`src/rtl/sprite_rom_arb.sv`:
```
// -----------------------------------------------------------------------------
// sprite_rom_arb
// Round-robin burst arbiter that shares one synchronous sprite bitmap ROM
// (1-cycle read latency) between NREQ requesters (tile renderer, player
// sprite, box sprites, HUD). Only one requester owns the ROM at a time. A
// grant lasts for at most BURST_MAX reads, which is one 20-pixel sprite row.
// Each pixel goes back to its owner one cycle after the ROM address is driven.
//
// Optional feature macro: SPRITE_KEY_EN
//   defined   : rtransp flags returned pixels equal to the transparent key KEY
//   undefined : rtransp is tied low and no compare logic is built
//
// Ports
//   clock        in   1        system clock, rising edge
//   reset_n      in   1        asynchronous active-low reset
//   req          in   NREQ     per-requester read request (level)
//   last         in   NREQ     final beat of the requester's burst
//   addr         in   NREQ*AW  per-requester address, slice i = addr[i*AW +: AW]
//   gnt          out  NREQ     one-hot, beat accepted this cycle (combinational)
//   rom_address  out  AW       ROM address port
//   rom_q        in   DW       ROM data, valid the cycle after the address
//   rdata        out  DW       returned pixel (= rom_q)
//   rvalid       out  NREQ     one-hot, registered; owner of rdata
//   rtransp      out  1        rdata equals KEY (feature dependent)
// -----------------------------------------------------------------------------
module sprite_rom_arb #(
   parameter int              NREQ      = 4,
   parameter int              AW        = 9,
   parameter int              DW        = 8,
   parameter int              BURST_MAX = 20,
   parameter logic [DW-1:0]   KEY       = 8'd255
) (
   input  logic                 clock,
   input  logic                 reset_n,
   input  logic [NREQ-1:0]      req,
   input  logic [NREQ-1:0]      last,
   input  logic [NREQ*AW-1:0]   addr,
   output logic [NREQ-1:0]      gnt,
   output logic [AW-1:0]        rom_address,
   input  logic [DW-1:0]        rom_q,
   output logic [DW-1:0]        rdata,
   output logic [NREQ-1:0]      rvalid,
   output logic                 rtransp
);

   localparam int IW = (NREQ > 1) ? $clog2(NREQ) : 1;
   localparam int CW = $clog2(BURST_MAX + 1);

   typedef enum logic [0:0] {
      ST_IDLE = 1'b0,
      ST_BUSY = 1'b1
   } state_t;

   state_t            r_state;
   logic [IW-1:0]     r_owner;
   logic [IW-1:0]     r_ptr;
   logic [CW-1:0]     r_beat_cnt;
   logic [AW-1:0]     r_last_addr;
   logic [NREQ-1:0]   r_rvalid;

   logic [NREQ-1:0]   w_owner_oh;
   logic [AW-1:0]     w_owner_addr;
   logic              w_beat;
   logic              w_last_beat;
   logic              w_full;
   logic              w_release;
   logic [IW-1:0]     w_start;
   logic [NREQ-1:0]   w_cand;
   logic [IW-1:0]     w_pick;

   // First set bit of v scanning start+1, start+2, ... wrapping; start itself last.
   function automatic logic [IW-1:0] f_pick(input logic [NREQ-1:0] v,
                                            input logic [IW-1:0]   start);
      logic [IW-1:0] w_sel;
      int            idx;
      w_sel = start;
      // Scan from the farthest offset down so the nearest requester wins.
      for (int i = NREQ; i >= 1; i--) begin
         idx = (int'(start) + i) % NREQ;
         if (v[idx]) begin
            w_sel = IW'(idx);
         end else begin
            w_sel = w_sel;
         end
      end
      return w_sel;
   endfunction

   // Owner decode, beat/release detection and candidate set for re-arbitration.
   always_comb begin
      w_owner_oh          = '0;
      w_owner_oh[r_owner] = 1'b1;
      w_owner_addr        = addr[int'(r_owner)*AW +: AW];
      w_beat              = 1'b0;
      w_last_beat         = 1'b0;
      w_full              = 1'b0;
      w_release           = 1'b0;
      w_start             = r_ptr;
      if (r_state == ST_BUSY) begin
         w_beat      = req[r_owner];
         w_last_beat = req[r_owner] & last[r_owner];
         w_full      = req[r_owner] & (r_beat_cnt == CW'(BURST_MAX - 1));
         // Release on last beat, on burst cap, or when the owner abandons.
         w_release   = ~req[r_owner] | w_last_beat | w_full;
         w_start     = r_owner;
      end else begin
         w_start     = r_ptr;
      end
      // A burst that just finished with 'last' does not compete again this cycle;
      // a capped burst still requesting does (lowest priority).
      if (w_last_beat) begin
         w_cand = req & ~w_owner_oh;
      end else begin
         w_cand = req;
      end
      w_pick = f_pick(w_cand, w_start);
   end

   // Grant and ROM address: beats move the address, idle cycles re-read the last one.
   always_comb begin
      if (w_beat) begin
         gnt         = w_owner_oh;
         rom_address = w_owner_addr;
      end else begin
         gnt         = '0;
         rom_address = r_last_addr;
      end
   end

   // Arbitration FSM, burst counter, address history and read-valid pipeline.
   always_ff @(posedge clock or negedge reset_n) begin
      if (!reset_n) begin
         r_state     <= ST_IDLE;
         r_owner     <= '0;
         r_ptr       <= IW'(NREQ - 1);
         r_beat_cnt  <= '0;
         r_last_addr <= '0;
         r_rvalid    <= '0;
      end else begin
         r_rvalid <= gnt;
         case (r_state)
            ST_IDLE: begin
               if (|req) begin
                  r_state    <= ST_BUSY;
                  r_owner    <= w_pick;
                  r_ptr      <= w_pick;
                  r_beat_cnt <= '0;
               end else begin
                  r_state    <= ST_IDLE;
               end
            end
            ST_BUSY: begin
               if (w_beat) begin
                  r_last_addr <= w_owner_addr;
               end
               if (w_release) begin
                  r_beat_cnt <= '0;
                  // Hand over directly to the next requester, no idle bubble.
                  if (|w_cand) begin
                     r_state <= ST_BUSY;
                     r_owner <= w_pick;
                     r_ptr   <= w_pick;
                  end else begin
                     r_state <= ST_IDLE;
                  end
               end else if (w_beat) begin
                  r_beat_cnt <= r_beat_cnt + CW'(1);
               end
            end
            default: begin
               r_state <= ST_IDLE;
            end
         endcase
      end
   end

   assign rvalid = r_rvalid;
   assign rdata  = rom_q;

`ifdef SPRITE_KEY_EN
   // Transparency flag for the compositor, only meaningful with valid data.
   assign rtransp = (|r_rvalid) & (rom_q == KEY);
`else
   logic w_unused_key;
   assign w_unused_key = ^KEY;
   assign rtransp      = 1'b0;
`endif

endmodule

```
`config.mk`:
```
export PLATFORM = sky130hd
export DESIGN_NAME = sprite_rom_arb
export DESIGN_NICKNAME = d
export VERILOG_FILES = /design/src/rtl/sprite_rom_arb.sv
export SDC_FILE = /design/constraint.sdc
export NUM_CORES = 1
export LEC_CHECK = 0
export ABC_AREA = 1
export ABC_CLOCK_PERIOD_IN_PS = 1760
export BUFFER_PORTS_ARGS = -buffer_cell sky130_fd_sc_hd__buf_4
export CORE_ASPECT_RATIO = 2
export CORE_UTILIZATION = 25
export DETAILED_ROUTE_END_ITERATION = 8
export GPL_TIMING_DRIVEN = 0
export SLEW_MARGIN = 10
export SYNTH_ARGS = -nofsm -noshare
export SYNTH_HDL_FRONTEND = slang
export SYNTH_SLANG_ARGS = --single-unit
```
`constraint.sdc`:
```
create_clock -name clock -period 1.76 [get_ports clock]
set_clock_uncertainty 0.05 [all_clocks]
set_input_delay 0.264 -clock clock [delete_from_list [all_inputs] [get_ports clock]]
set_output_delay 0.264 -clock clock [all_outputs]
set_load 0.005 [all_outputs]
```
==> summary.log, run 1 <==
INFO  outcome        run_status=finished with violations
INFO  outcome        failed_checks=setup timing
INFO  sta            worst_rel_slew_slack=58.1%
INFO  logic_synthesis synth_area_in_adders=0.787%
INFO  critical_path  worstPathCellList=buf_6 > buf_4 > nand2_2 > clkinvlp_4 > nand2_1 > a41oi_2 > buf_4
INFO  floorplan      floorplan.die_area=6700squm
INFO  sta            max_freq=487MHz
INFO  detailed_routing detailedRoute.firstPassIterationCount=4
INFO  logic_synthesis syn_nets=261
INFO  critical_path  critical_path_buf_inv_count=4
INFO  floorplan      placementRows=40
INFO  logic_synthesis share_of_the_yosys_chip_area_belonging_to_registers=36.3%
INFO  floorplan      core_region_area=6060squm
INFO  placed_design  gp_congestion=0.921
INFO  global_route   grt.total_usage=15.2%
INFO  pwr            p_total=5.18mW
INFO  cells_and_area nets=361
INFO  logic_synthesis synth.area.mux_share=0%
INFO  logic_synthesis synth-compound-area-share=19.1%
INFO  sta            final-max-slew-violation-count=0
INFO  floorplan      floorplan.io_pins=80
INFO  sta            rsz0062_at_grt=yes
INFO  critical_path  crit-reg2reg-capture=r_owner[1]
INFO  detailed_routing wl_cell=13.7microns
INFO  detailed_routing detail_route.wirelength=5310microns
INFO  sta            finalSetupViolCount=19
INFO  logic_synthesis syn_inst=206
INFO  clock_network  clock_tree.root_cell=sky130_fd_sc_hd__clkbuf_16
INFO  critical_path  path_delay_family=buffers and inverters
INFO  detailed_routing drc_errors=0
INFO  critical_path  reg2reg_from=r_owner[0]
INFO  floorplan      floorplan.die.height=115microns
INFO  critical_path  cp_data_required_time=1450ps
INFO  clock_network  cts_inserted_buffers=3
INFO  cells_and_area final_layout_size_suffix_gt1_share=59.7%
INFO  cells_and_area multiInputGateArea=1100squm
INFO  placed_design  io_buffers=70
INFO  min_path       holdPathEnd=r_last_addr[3]
INFO  sta            final_critical_path_setup_slack=-294ps
INFO  cells_and_area final_common_cell=sky130_fd_sc_hd__buf_4
INFO  critical_path  worst_path_most_repeated_cell=sky130_fd_sc_hd__buf_4
INFO  critical_path  timing.critical_path.to_type=primary output
INFO  logic_synthesis synth_warnings=0
INFO  critical_path  timing.critical_path.slowest_cell_delay=410ps
INFO  logic_synthesis unique_cell_type_count_in_the_yosys_netlist=30
INFO  global_route   grt_antenna_before_repair=0
INFO  placed_design  placement.setup.worst_slack=-318ps
INFO  cells_and_area syn_to_final_growth=75.8%
INFO  logic_synthesis synth_seq_cells=23
INFO  logic_synthesis post_synth_main_area_contributors=sky130_fd_sc_hd__dfrtp_1, sky130_fd_sc_hd__nand2_1, sky130_fd_sc_hd__a41oi_1
INFO  critical_path  reg2reg_slack=-220ps
INFO  critical_path  critPathMaxFanout=8
INFO  cells_and_area seqCellArea=578squm
INFO  sta            finalHoldViolations=0
INFO  cells_and_area layout.filler_cells=593
INFO  clock_network  cts.clk_slew.worst_paths=60ps
INFO  detailed_routing route.antenna.remaining_nets=0
INFO  detailed_routing drt_iter0_markers=92
INFO  global_route   global_route_wire_length_before_repair=7730microns
INFO  clock_network  clk_latency=260ps
INFO  critical_path  worst-r2r-cell-count=15
INFO  global_route   first_global_vias=1802
INFO  min_path       timing.hold.worst_path_depth=3
INFO  pwr            p_leak=1.27nW
INFO  floorplan      starting_density_of_the_core=26.3%
INFO  min_path       worst_min_delay_path_category=in2reg
INFO  clock_network  clock-sinks=23
INFO  logic_synthesis synth_top_family_by_area=simple AND/OR/NAND/NOR gates
INFO  critical_path  crit_type=reg2out
INFO  logic_synthesis post_synth_xor_area_fraction=1.65%
INFO  logic_synthesis synth.avg_cell_area=7.72squm
INFO  clock_network  tritoncts_clock_tree=yes
INFO  critical_path  worst_ep_arrival_time=1740ps
INFO  clock_network  cts.htree.levels=1
INFO  pwr            worst_ir_drop_vdd=0.604mV
INFO  critical_path  cpMaxStageDelayCell=sky130_fd_sc_hd__dfrtp_1
INFO  sta            worstMarginPinSlew=623ps
INFO  global_route   largest_net_degree_at_the_start_of_global_routing=24
INFO  logic_synthesis synthDominantAreaCellType=sky130_fd_sc_hd__dfrtp_1
INFO  placed_design  cell_count_after_placement=360
INFO  logic_synthesis netlist.area_leader.share=33.0%
INFO  sta            layout_worst_path_cycle_share=117%
INFO  min_path       hp-start=addr[21]
INFO  detailed_routing via_per_instance_ratio=4.85
INFO  floorplan      chipWidth=58.4microns
INFO  sta            finalWorstPathRequiredPeriod=2050ps
INFO  logic_synthesis synthesis.area=1590squm
INFO  detailed_routing route.vias.total=1888
INFO  cells_and_area layoutNonFillerInstCount=389
INFO  global_route   grt_remaining_overflow=0
INFO  flow_run       timing.max_cap.violations=0
INFO  cells_and_area layout_common_cells=sky130_fd_sc_hd__buf_4, sky130_fd_sc_hd__nand2_1, sky130_fd_sc_hd__dfrtp_1
INFO  placed_design  dpl.hpwl=3770microns
INFO  cells_and_area n_antenna_cell=0
INFO  pwr            pwr_density_cell=1850nW/um^2
INFO  critical_path  setup.worst_path.start_class=flop
INFO  logic_synthesis synth_simple_gate_area_share=32.3%
INFO  clock_network  cts_max_path_buffers=2
synth_stat cells, drive strengths merged:
cell	instances
nand3	12
dfstp	2
buf	14
o21ai	8
xor2	2
inv	12
conb	1
ha	1
a41oi	18
nand2	71
nor3	4
nor2	21
dfrtp	21
nand4	5
a22oi	9
a22o	1
xnor2	1
a21oi	3
sequential cells by signal, indices dropped and copies added, names as in the netlist:
signal       count
r_beat_cnt       5
r_owner          2
rvalid           4
r_ptr            2
r_last_addr      9
r_state          1
cell type report:
| cell class | count | share of cell area (%) |
|---|---|---|
| flip-flops and latches | 23 | 20.7 |
| inverters | 12 | 1.97 |
| multi-input cells | 157 | 39.4 |
| well taps | 84 | 3.76 |
| clock buffers | 3 | 2.68 |
| repair buffers | 94 | 26.9 |
| clock inverters | 1 | 0.179 |
| plain buffers | 14 | 4.16 |
| repair inverters | 1 | 0.268 |
per-stage QoR:
step / utilization [%] / instance area (sq um) / setup TNS [ps] / hold slack [ps]
2_1_floorplan: - / 1590 / 0 / -81.6
3_3_place_gp: 36.7 / 2220 / -3330 / 124
3_5_place_dp: 36.7 / 2220 / -3230 / 125
4_1_cts: 43.2 / 2620 / -2730 / 294
5_1_grt: 46.2 / 2800 / -6070 / 323
6_report: 46.2 / 2800 / -4340 / 305
layer usage:
layer	up-vias	share of wire, %	GRT usage, %
met5	-	0	0
met4	0	3.3	7.94
met3	13	5.5	1.46
met2	80	57	30.3
met1	890	34	14.6
li1	905	-	-
worst min-delay path, stage by stage:
cell and delay (ps):
sky130_fd_sc_hd__buf_4 110, sky130_fd_sc_hd__nand2_1 80, sky130_fd_sc_hd__a41oi_1 110
kinds of logic (layout without fill, tap and decap cells):
family	after synthesis	after routing
flops	23	23
compound gates	39	39
fa+ha+maj	1	1
simple gates	113	113
other cells	1	1
xor+xnor	3	3
buf+inv	26	125
how the worst max path moves through the flow:
stage	start	endpoint	slack [ps]	depth (start not counted)
final	r_owner[0]	rom_address[2]	-290	7
after global routing	r_owner[0]	rom_address[3]	-360	11
after CTS	r_owner[0]	rom_address[0]	-240	10
after detailed placement	r_owner[0]	rom_address[0]	-320	10
after global placement	r_owner[0]	rom_address[8]	-300	5
after floorplan	r_owner[0]	rom_address[0]	30	9
report_power, final:
part           leakage, nW  switching [mW]  internal, mW  total (mW)
Sequential           0.279           0.116         0.765       0.882
Clock               0.0409           0.181         0.306       0.487
Combinational        0.950            2.03          1.78        3.81
repair_timing:
action | 4_1_cts | 5_1_grt
hold buffers | 1 | 0
resized for setup | 41 | 27
pin swaps | 7 | 6
hold endpoints to repair | 21 | 0
setup endpoints to repair | 16 | 20
setup buffers | 15 | 8
gates cloned | 0 | 1
Power figures use the tool's default switching activity.
==> inputs of run 2 (changes only) <==
--- a/config.mk
+++ b/config.mk
@@ -9,9 +9,11 @@
 export ABC_CLOCK_PERIOD_IN_PS = 1760
 export BUFFER_PORTS_ARGS = -buffer_cell sky130_fd_sc_hd__buf_4
 export CORE_ASPECT_RATIO = 2
-export CORE_UTILIZATION = 25
+export CORE_UTILIZATION = 41
 export DETAILED_ROUTE_END_ITERATION = 8
 export GPL_TIMING_DRIVEN = 0
+export PLACE_DENSITY_LB_ADDON = 0.1
+export RECOVER_POWER = 100
 export SLEW_MARGIN = 10
 export SYNTH_ARGS = -nofsm -noshare
 export SYNTH_HDL_FRONTEND = slang
==> run 2 against run 1 <==
  * Total power fell by 13%
  * Cell count fell by 12%
  * Utilization rose by 24 points
  * Die area fell by 38%
  * Global-route usage rose by 9.9 points
  * Wire length fell by 9.7%
  * The run still ends with setup timing left
  * Sequential share of layout area rose by 2.1 points
  * Clock power fell by 32%
  * Worst hold slack got worse by 55 ps
  * Largest power group unchanged
  * Register-to-register slack improved by 50 ps
  * Worst setup slack improved by 13 ps
  * Sequential power fell by 1%
==> summary.log, run 2 (synthesized netlist as in run 1, its figures left out) <==
INFO  detailed_routing via_per_instance_ratio=5.20
INFO  cells_and_area multiInputGateArea=1030squm
INFO  pwr            portion_of_total_power_attributed_to_sequential_cells=19.2%
INFO  global_route   first_global_vias=1878
INFO  sta            final-max-slew-violation-count=0
INFO  clock_network  clock-sinks=23
INFO  placed_design  placement.setup.worst_slack=-340ps
INFO  floorplan      floorplan.die_area=4150squm
INFO  clock_network  cts.htree.levels=1
INFO  outcome        failed_checks=setup timing
INFO  cells_and_area seqCellArea=578squm
INFO  clock_network  tritoncts_clock_tree=yes
INFO  sta            worstMarginPinSlew=642ps
INFO  global_route   grt_remaining_overflow=0
INFO  pwr            power.combinational.fraction=73.4%
INFO  clock_network  clk_latency=270ps
INFO  flow_run       timing.max_cap.violations=0
INFO  cells_and_area n_antenna_cell=0
INFO  critical_path  setup.worst_path.start_class=flop
INFO  floorplan      placementRows=31
INFO  sta            final_critical_path_setup_slack=-281ps
INFO  clock_network  cts.clk_slew.worst_paths=80ps
INFO  outcome        run_status=finished with violations
INFO  critical_path  worst_ep_arrival_time=1730ps
INFO  sta            worst_rel_slew_slack=56.9%
INFO  sta            max_freq=490MHz
INFO  detailed_routing detailedRoute.firstPassIterationCount=4
INFO  sta            finalHoldViolations=0
INFO  pwr            p_leak=1.19nW
INFO  cells_and_area nets=349
INFO  critical_path  critPathMaxFanout=8
INFO  critical_path  cp_data_required_time=1450ps
INFO  pwr            net-switching-power=2.08mW
INFO  cells_and_area final_layout_size_suffix_gt1_share=51.9%
INFO  cells_and_area final_common_cell=sky130_fd_sc_hd__buf_4
INFO  floorplan      floorplan.io_pins=80
INFO  placed_design  gp_congestion=0.840
INFO  global_route   grt.total_usage=25.2%
INFO  critical_path  timing.critical_path.to_type=primary output
INFO  pwr            pwr_density_cell=1780nW/um^2
INFO  critical_path  worstPathCellList=buf_6 > o21ai_4 > nand2_2 > nand2_4 > nand2_4 > inv_6 > buf_6 > nor2_4 > a41oi_2 > buf_4
INFO  floorplan      floorplan.die.height=90.1microns
INFO  cells_and_area layoutNonFillerInstCount=342
INFO  placed_design  dpl.hpwl=3510microns
INFO  pwr            clkPwrFrac=7.4%
INFO  sta            layout_worst_path_cycle_share=116%
INFO  detailed_routing route.antenna.remaining_nets=0
INFO  cells_and_area syn_to_final_growth=59.8%
INFO  placed_design  io_buffers=70
INFO  clock_network  clock_tree.root_cell=sky130_fd_sc_hd__clkbuf_8
INFO  detailed_routing wl_cell=14.0microns
INFO  detailed_routing drc_errors=0
INFO  sta            rsz0062_at_grt=yes
INFO  global_route   grt_antenna_before_repair=0
INFO  floorplan      chipWidth=46.0microns
INFO  clock_network  cts_inserted_buffers=3
INFO  floorplan      starting_density_of_the_core=43.6%
INFO  sta            finalWorstPathRequiredPeriod=2040ps
INFO  detailed_routing detail_route.wirelength=4800microns
INFO  critical_path  cpMaxStageDelayCell=sky130_fd_sc_hd__dfrtp_1
INFO  floorplan      core_region_area=3650squm
INFO  sta            finalSetupViolCount=15
INFO  cells_and_area largest_register_ff_count=9
INFO  sta            fin_setup_tns=-3210ps
INFO  pwr            worst_ir_drop_vdd=1.29mV
INFO  cells_and_area register_name_with_the_most_flops=r_last_addr
INFO  clock_network  cts_max_path_buffers=2
INFO  cells_and_area layout_common_cells=sky130_fd_sc_hd__buf_4, sky130_fd_sc_hd__nand2_1, sky130_fd_sc_hd__dfrtp_1
INFO  cells_and_area layout.filler_cells=338
INFO  min_path       worst_min_delay_path_category=in2reg
INFO  critical_path  timing.critical_path.slowest_cell_delay=410ps
INFO  detailed_routing route.vias.total=1777
INFO  pwr            sw_share=46.1%
INFO  critical_path  crit_type=reg2out
INFO  detailed_routing drt_iter0_markers=32
INFO  global_route   largest_net_degree_at_the_start_of_global_routing=24
INFO  pwr            p_int=2.44mW
INFO  placed_design  cell_count_after_placement=325
INFO  global_route   global_route_wire_length_before_repair=7820microns
## run 2: cell types whose count changed in the layout (fill, tap and decap cells not counted), moves of 5 or more
cell	previous run	this run
sky130_fd_sc_hd__nor2_1	4	11
sky130_fd_sc_hd__buf_4	97	81
sky130_fd_sc_hd__clkbuf_4	0	8
sky130_fd_sc_hd__o21ai_2	6	1
sky130_fd_sc_hd__nor2_2	8	3
## run 2: path summary, 6_finish.rpt
check / to / cells after the start / slack [ps] / start
max reg2reg: r_owner[0] / 15 / -170 / r_owner[0]
min in group asynchronous: r_last_addr[7] / 2 / 480 / reset_n
min: r_state / 3 / 250 / req[2]
max in group asynchronous: r_last_addr[2] / 2 / 790 / reset_n
max: rom_address[2] / 10 / -280 / r_owner[0]
min reg2reg: r_ptr[1] / 2 / 420 / r_ptr[1]
## run 2: cell type report
type | instances | share of cell area, %
tap | 49 | 2.41
clock buffer | 4 | 1.77
sequential | 23 | 22.7
timing repair buffer | 83 | 25.7
inverter | 12 | 2.17
buffer | 14 | 4.58
multi-input combinational | 157 | 40.7
## run 2: critical path, delay by kind of cell (launching register included)
kind	cells	cell delay, ps
flip-flops	1	410
AND/OR/NAND/NOR	4	250
buffers and inverters	4	520
AO/OA/AOI/OAI	2	290
## run 2: timing repair
item / CTS / global route
hold endpoints to repair: 21 / 0
resized for setup: 36 / 9
setup buffers: 10 / 2
hold buffers: 1 / 0
pin swaps: 3 / 3
setup endpoints to repair: 22 / 15
## run 2: power by group through the flow
| stage | Sequential (mW) | Combinational (mW) | Clock, mW |
|---|---|---|---|
| finish | 0.869 | 3.31 | 0.332 |
| global route | 0.890 | 3.63 | 0.371 |
| CTS | 0.859 | 3.18 | 0.341 |
| detailed placement | 0.857 | 2.53 | 0 |
| global placement | 0.848 | 2.51 | 0 |
| floorplan | 0.843 | 1.65 | 0 |
## run 2: per-layer routing
layer	wire length, microns	global-route usage [%]
met2	2850	49.3
met3	189	2.41
met4	120	10.3
met1	1640	23.2
met5	0	0
## run 2: per-stage QoR
stage / hold slack [ps] / utilization (%) / cell area [sq um] / total power, mW
finish: 250 / 69.7 / 2540 / 4.52
global route: 244 / 69.7 / 2540 / 4.89
detailed placement: 125 / 59.7 / 2180 / 3.39
CTS: 231 / 68.2 / 2490 / 4.38
global placement: 126 / 59.7 / 2180 / 3.36
floorplan: -81.6 / - / 1590 / 2.49
==> inputs of run 3 (changes only) <==
--- a/config.mk
+++ b/config.mk
@@ -8,8 +8,10 @@
 export ABC_AREA = 1
 export ABC_CLOCK_PERIOD_IN_PS = 1760
 export BUFFER_PORTS_ARGS = -buffer_cell sky130_fd_sc_hd__buf_4
+export CELL_PAD_IN_SITES_DETAIL_PLACEMENT = 1
+export CELL_PAD_IN_SITES_GLOBAL_PLACEMENT = 1
 export CORE_ASPECT_RATIO = 2
-export CORE_UTILIZATION = 41
+export CORE_UTILIZATION = 28
 export DETAILED_ROUTE_END_ITERATION = 8
 export GPL_TIMING_DRIVEN = 0
 export PLACE_DENSITY_LB_ADDON = 0.1
==> run 3 against run 2 <==
  * Die area increased by 45%
  * The run still ends with setup timing left
  * Critical endpoint is now rom_address[5]
  * Critical path type unchanged
  * Highest routed layer unchanged
  * Wire length increased by 17%
  * Sequential share of layout area decreased by 1.2 points
  * Via count increased by 3.3%
  * First-iteration DRC count increased by 41%
==> summary.log, run 3 (synthesized netlist as in run 1, its figures left out) <==
INFO  detailed_routing detailedRoute.firstPassIterationCount=2
INFO  critical_path  critical_path_buf_inv_count=4
INFO  global_route   global_route_wire_length_before_repair=9250microns
INFO  sta            finalSetupViolCount=20
INFO  floorplan      core_region_area=5470squm
INFO  clock_network  clock_tree.root_cell=sky130_fd_sc_hd__clkbuf_8
INFO  pwr            p_total=4.95mW
INFO  cells_and_area final_common_cell=sky130_fd_sc_hd__buf_4
INFO  sta            final-max-slew-violation-count=0
INFO  critical_path  path_delay_family=buffers and inverters
INFO  pwr            worst_ir_drop_vdd=1.18mV
INFO  detailed_routing route.antenna.remaining_nets=0
INFO  cells_and_area final_layout_size_suffix_gt1_share=54.8%
INFO  global_route   grt_antenna_before_repair=0
INFO  floorplan      floorplan.io_pins=80
INFO  cells_and_area final_area=2680squm
INFO  critical_path  critPathMaxFanout=5
INFO  global_route   grt.total_usage=19.5%
INFO  min_path       timing.hold.worst_path_depth=3
INFO  clock_network  cts.clk_slew.worst_paths=80ps
INFO  sta            fin_setup_tns=-3850ps
INFO  floorplan      starting_density_of_the_core=29.1%
INFO  sta            rsz0062_at_grt=yes
INFO  cells_and_area largest_register_ff_count=9
INFO  placed_design  io_buffers=70
INFO  pwr            p_leak=1.24nW
INFO  clock_network  cts.htree.levels=1
INFO  min_path       worst_min_delay_path_category=in2reg
INFO  critical_path  cp_data_required_time=1450ps
INFO  floorplan      chipWidth=55.3microns
INFO  sta            hold_slack=287ps
INFO  placed_design  dpl.hpwl=4270microns
INFO  critical_path  worst_path_most_repeated_cell=sky130_fd_sc_hd__nand2_2
INFO  cells_and_area core_occupancy_in_the_finished_layout=49.0%
INFO  sta            finalHoldViolations=0
INFO  clock_network  clock-sinks=23
INFO  floorplan      floorplan.die_area=6000squm
INFO  critical_path  cpMaxStageDelayCell=sky130_fd_sc_hd__dfrtp_1
INFO  clock_network  cts_inserted_buffers=3
INFO  global_route   largest_net_degree_at_the_start_of_global_routing=24
INFO  critical_path  timing.critical_path.slowest_cell_delay=400ps
INFO  detailed_routing drc_errors=0
INFO  detailed_routing via_per_instance_ratio=5.08
INFO  outcome        failed_checks=setup timing
INFO  cells_and_area register_name_with_the_most_flops=r_last_addr
INFO  sta            finalWorstPathRequiredPeriod=2030ps
INFO  global_route   first_global_vias=1992
INFO  clock_network  cts_max_path_buffers=2
INFO  sta            max_freq=492MHz
INFO  detailed_routing route.vias.total=1835
INFO  sta            final_critical_path_setup_slack=-271ps
INFO  critical_path  critical_path_cell_count=11
INFO  floorplan      placementRows=38
INFO  cells_and_area layout.filler_cells=677
INFO  sta            worstMarginPinSlew=629ps
INFO  flow_run       timing.max_cap.violations=0
INFO  detailed_routing drt_iter0_markers=45
INFO  cells_and_area n_antenna_cell=0
INFO  clock_network  tritoncts_clock_tree=yes
INFO  critical_path  worstPathCellList=buf_6 > nand2_2 > nand2_2 > nand2_2 > nand2_2 > nand2_4 > inv_6 > buf_6 > nor2_4 > a41oi_2 > buf_4
INFO  placed_design  gp_congestion=0.771
INFO  sta            worst_rel_slew_slack=57.7%
INFO  critical_path  timing.critical_path.to_type=primary output
INFO  clock_network  clk_latency=260ps
INFO  sta            layout_worst_path_cycle_share=115%
INFO  detailed_routing wl_cell=15.6microns
INFO  critical_path  worst_ep_arrival_time=1720ps
INFO  cells_and_area layout_common_cells=sky130_fd_sc_hd__buf_4, sky130_fd_sc_hd__nand2_1, sky130_fd_sc_hd__dfrtp_1
INFO  detailed_routing detail_route.wirelength=5620microns
INFO  critical_path  worst-r2r-cell-count=14
INFO  outcome        run_status=finished with violations
INFO  cells_and_area syn_to_final_growth=68.6%
INFO  global_route   grt_remaining_overflow=0
INFO  cells_and_area nets=357
INFO  floorplan      floorplan.die.height=109microns
INFO  pwr            pwr_density_cell=1850nW/um^2
INFO  critical_path  crit_type=reg2out
INFO  placed_design  detailed_place.area=2190squm
INFO  critical_path  setup.worst_path.start_class=flop
-- run 3: cell count changes in the layout (fill, tap and decap cells not counted), sizes merged --
cell | before | now
clkinv | 0 | 1
clkbuf | 13 | 17
inv | 12 | 11
buf | 87 | 91
-- run 3: worst paths after layout --
kind	slack, ps	from	endpoint
worst max-delay path	-270	r_owner[0]	rom_address[5]
worst min-delay path	290	addr[25]	r_last_addr[7]
worst max register to register	-190	r_owner[0]	r_owner[0]
worst min register to register	420	r_ptr[1]	r_ptr[1]
max in group asynchronous	770	reset_n	r_beat_cnt[0]
min in group asynchronous	480	reset_n	r_last_addr[4]
-- run 3: worst reg2reg max path, stage by stage, from the launching register on --
cell	delay [ps]
sky130_fd_sc_hd__dfrtp_1	400
sky130_fd_sc_hd__buf_6	170
sky130_fd_sc_hd__buf_12	130
sky130_fd_sc_hd__buf_4	120
sky130_fd_sc_hd__nand4_1	80
sky130_fd_sc_hd__inv_1	130
sky130_fd_sc_hd__nand2_2	70
sky130_fd_sc_hd__nand2_1	100
sky130_fd_sc_hd__nand2_1	80
sky130_fd_sc_hd__nand2_1	90
sky130_fd_sc_hd__nor2_1	60
sky130_fd_sc_hd__a21oi_2	130
sky130_fd_sc_hd__nand3_1	110
sky130_fd_sc_hd__nand3_2	100
sky130_fd_sc_hd__nand2_1	50
-- run 3: layer usage --
layer / GRT usage (%) / wire (microns) / vias to the layer above
li1: - / - / 900
met1: 18.5 / 1890 / 885
met3: 1.44 / 153 / 4
met4: 6.07 / 70 / 0
met5: 0 / 0 / -
met2: 42.0 / 3510 / 46
-- run 3: power by group --
part	internal [mW]	total, mW	switching, mW
combinational	1.75	3.73	1.98
sequential	0.764	0.890	0.126
clock	0.162	0.329	0.167
total	2.67	4.95	2.28
-- run 3: metrics by stage --
step                      setup WS, ps  cells
after floorplan                   33.5    206
after global placement            -352    336
after detailed placement          -369    336
after CTS                         -253    359
after global routing              -379    361
final                             -271    361
-- run 3: layout make-up --
type / count / area [sq um] / share of cell area [%]
Clock buffer: 4 / 45.0 / 1.68
Tap cell: 60 / 75.1 / 2.80
Timing Repair Buffer: 91 / 736 / 27.4
Multi-Input combinational cell: 157 / 1070 / 39.9
Buffer: 14 / 120 / 4.48
Inverter: 12 / 57.6 / 2.15
Sequential cell: 23 / 578 / 21.6
-- run 3: timing repair --
| action | CTS | global route |
|---|---|---|
| setup endpoints to repair | 24 | 21 |
| pin swaps | 6 | 1 |
| buffers inserted | 18 | 2 |
| hold buffers | 1 | 0 |
| endpoints found under the hold margin | 21 | 0 |
| cloned | 0 | 0 |
| resized for setup | 49 | 12 |
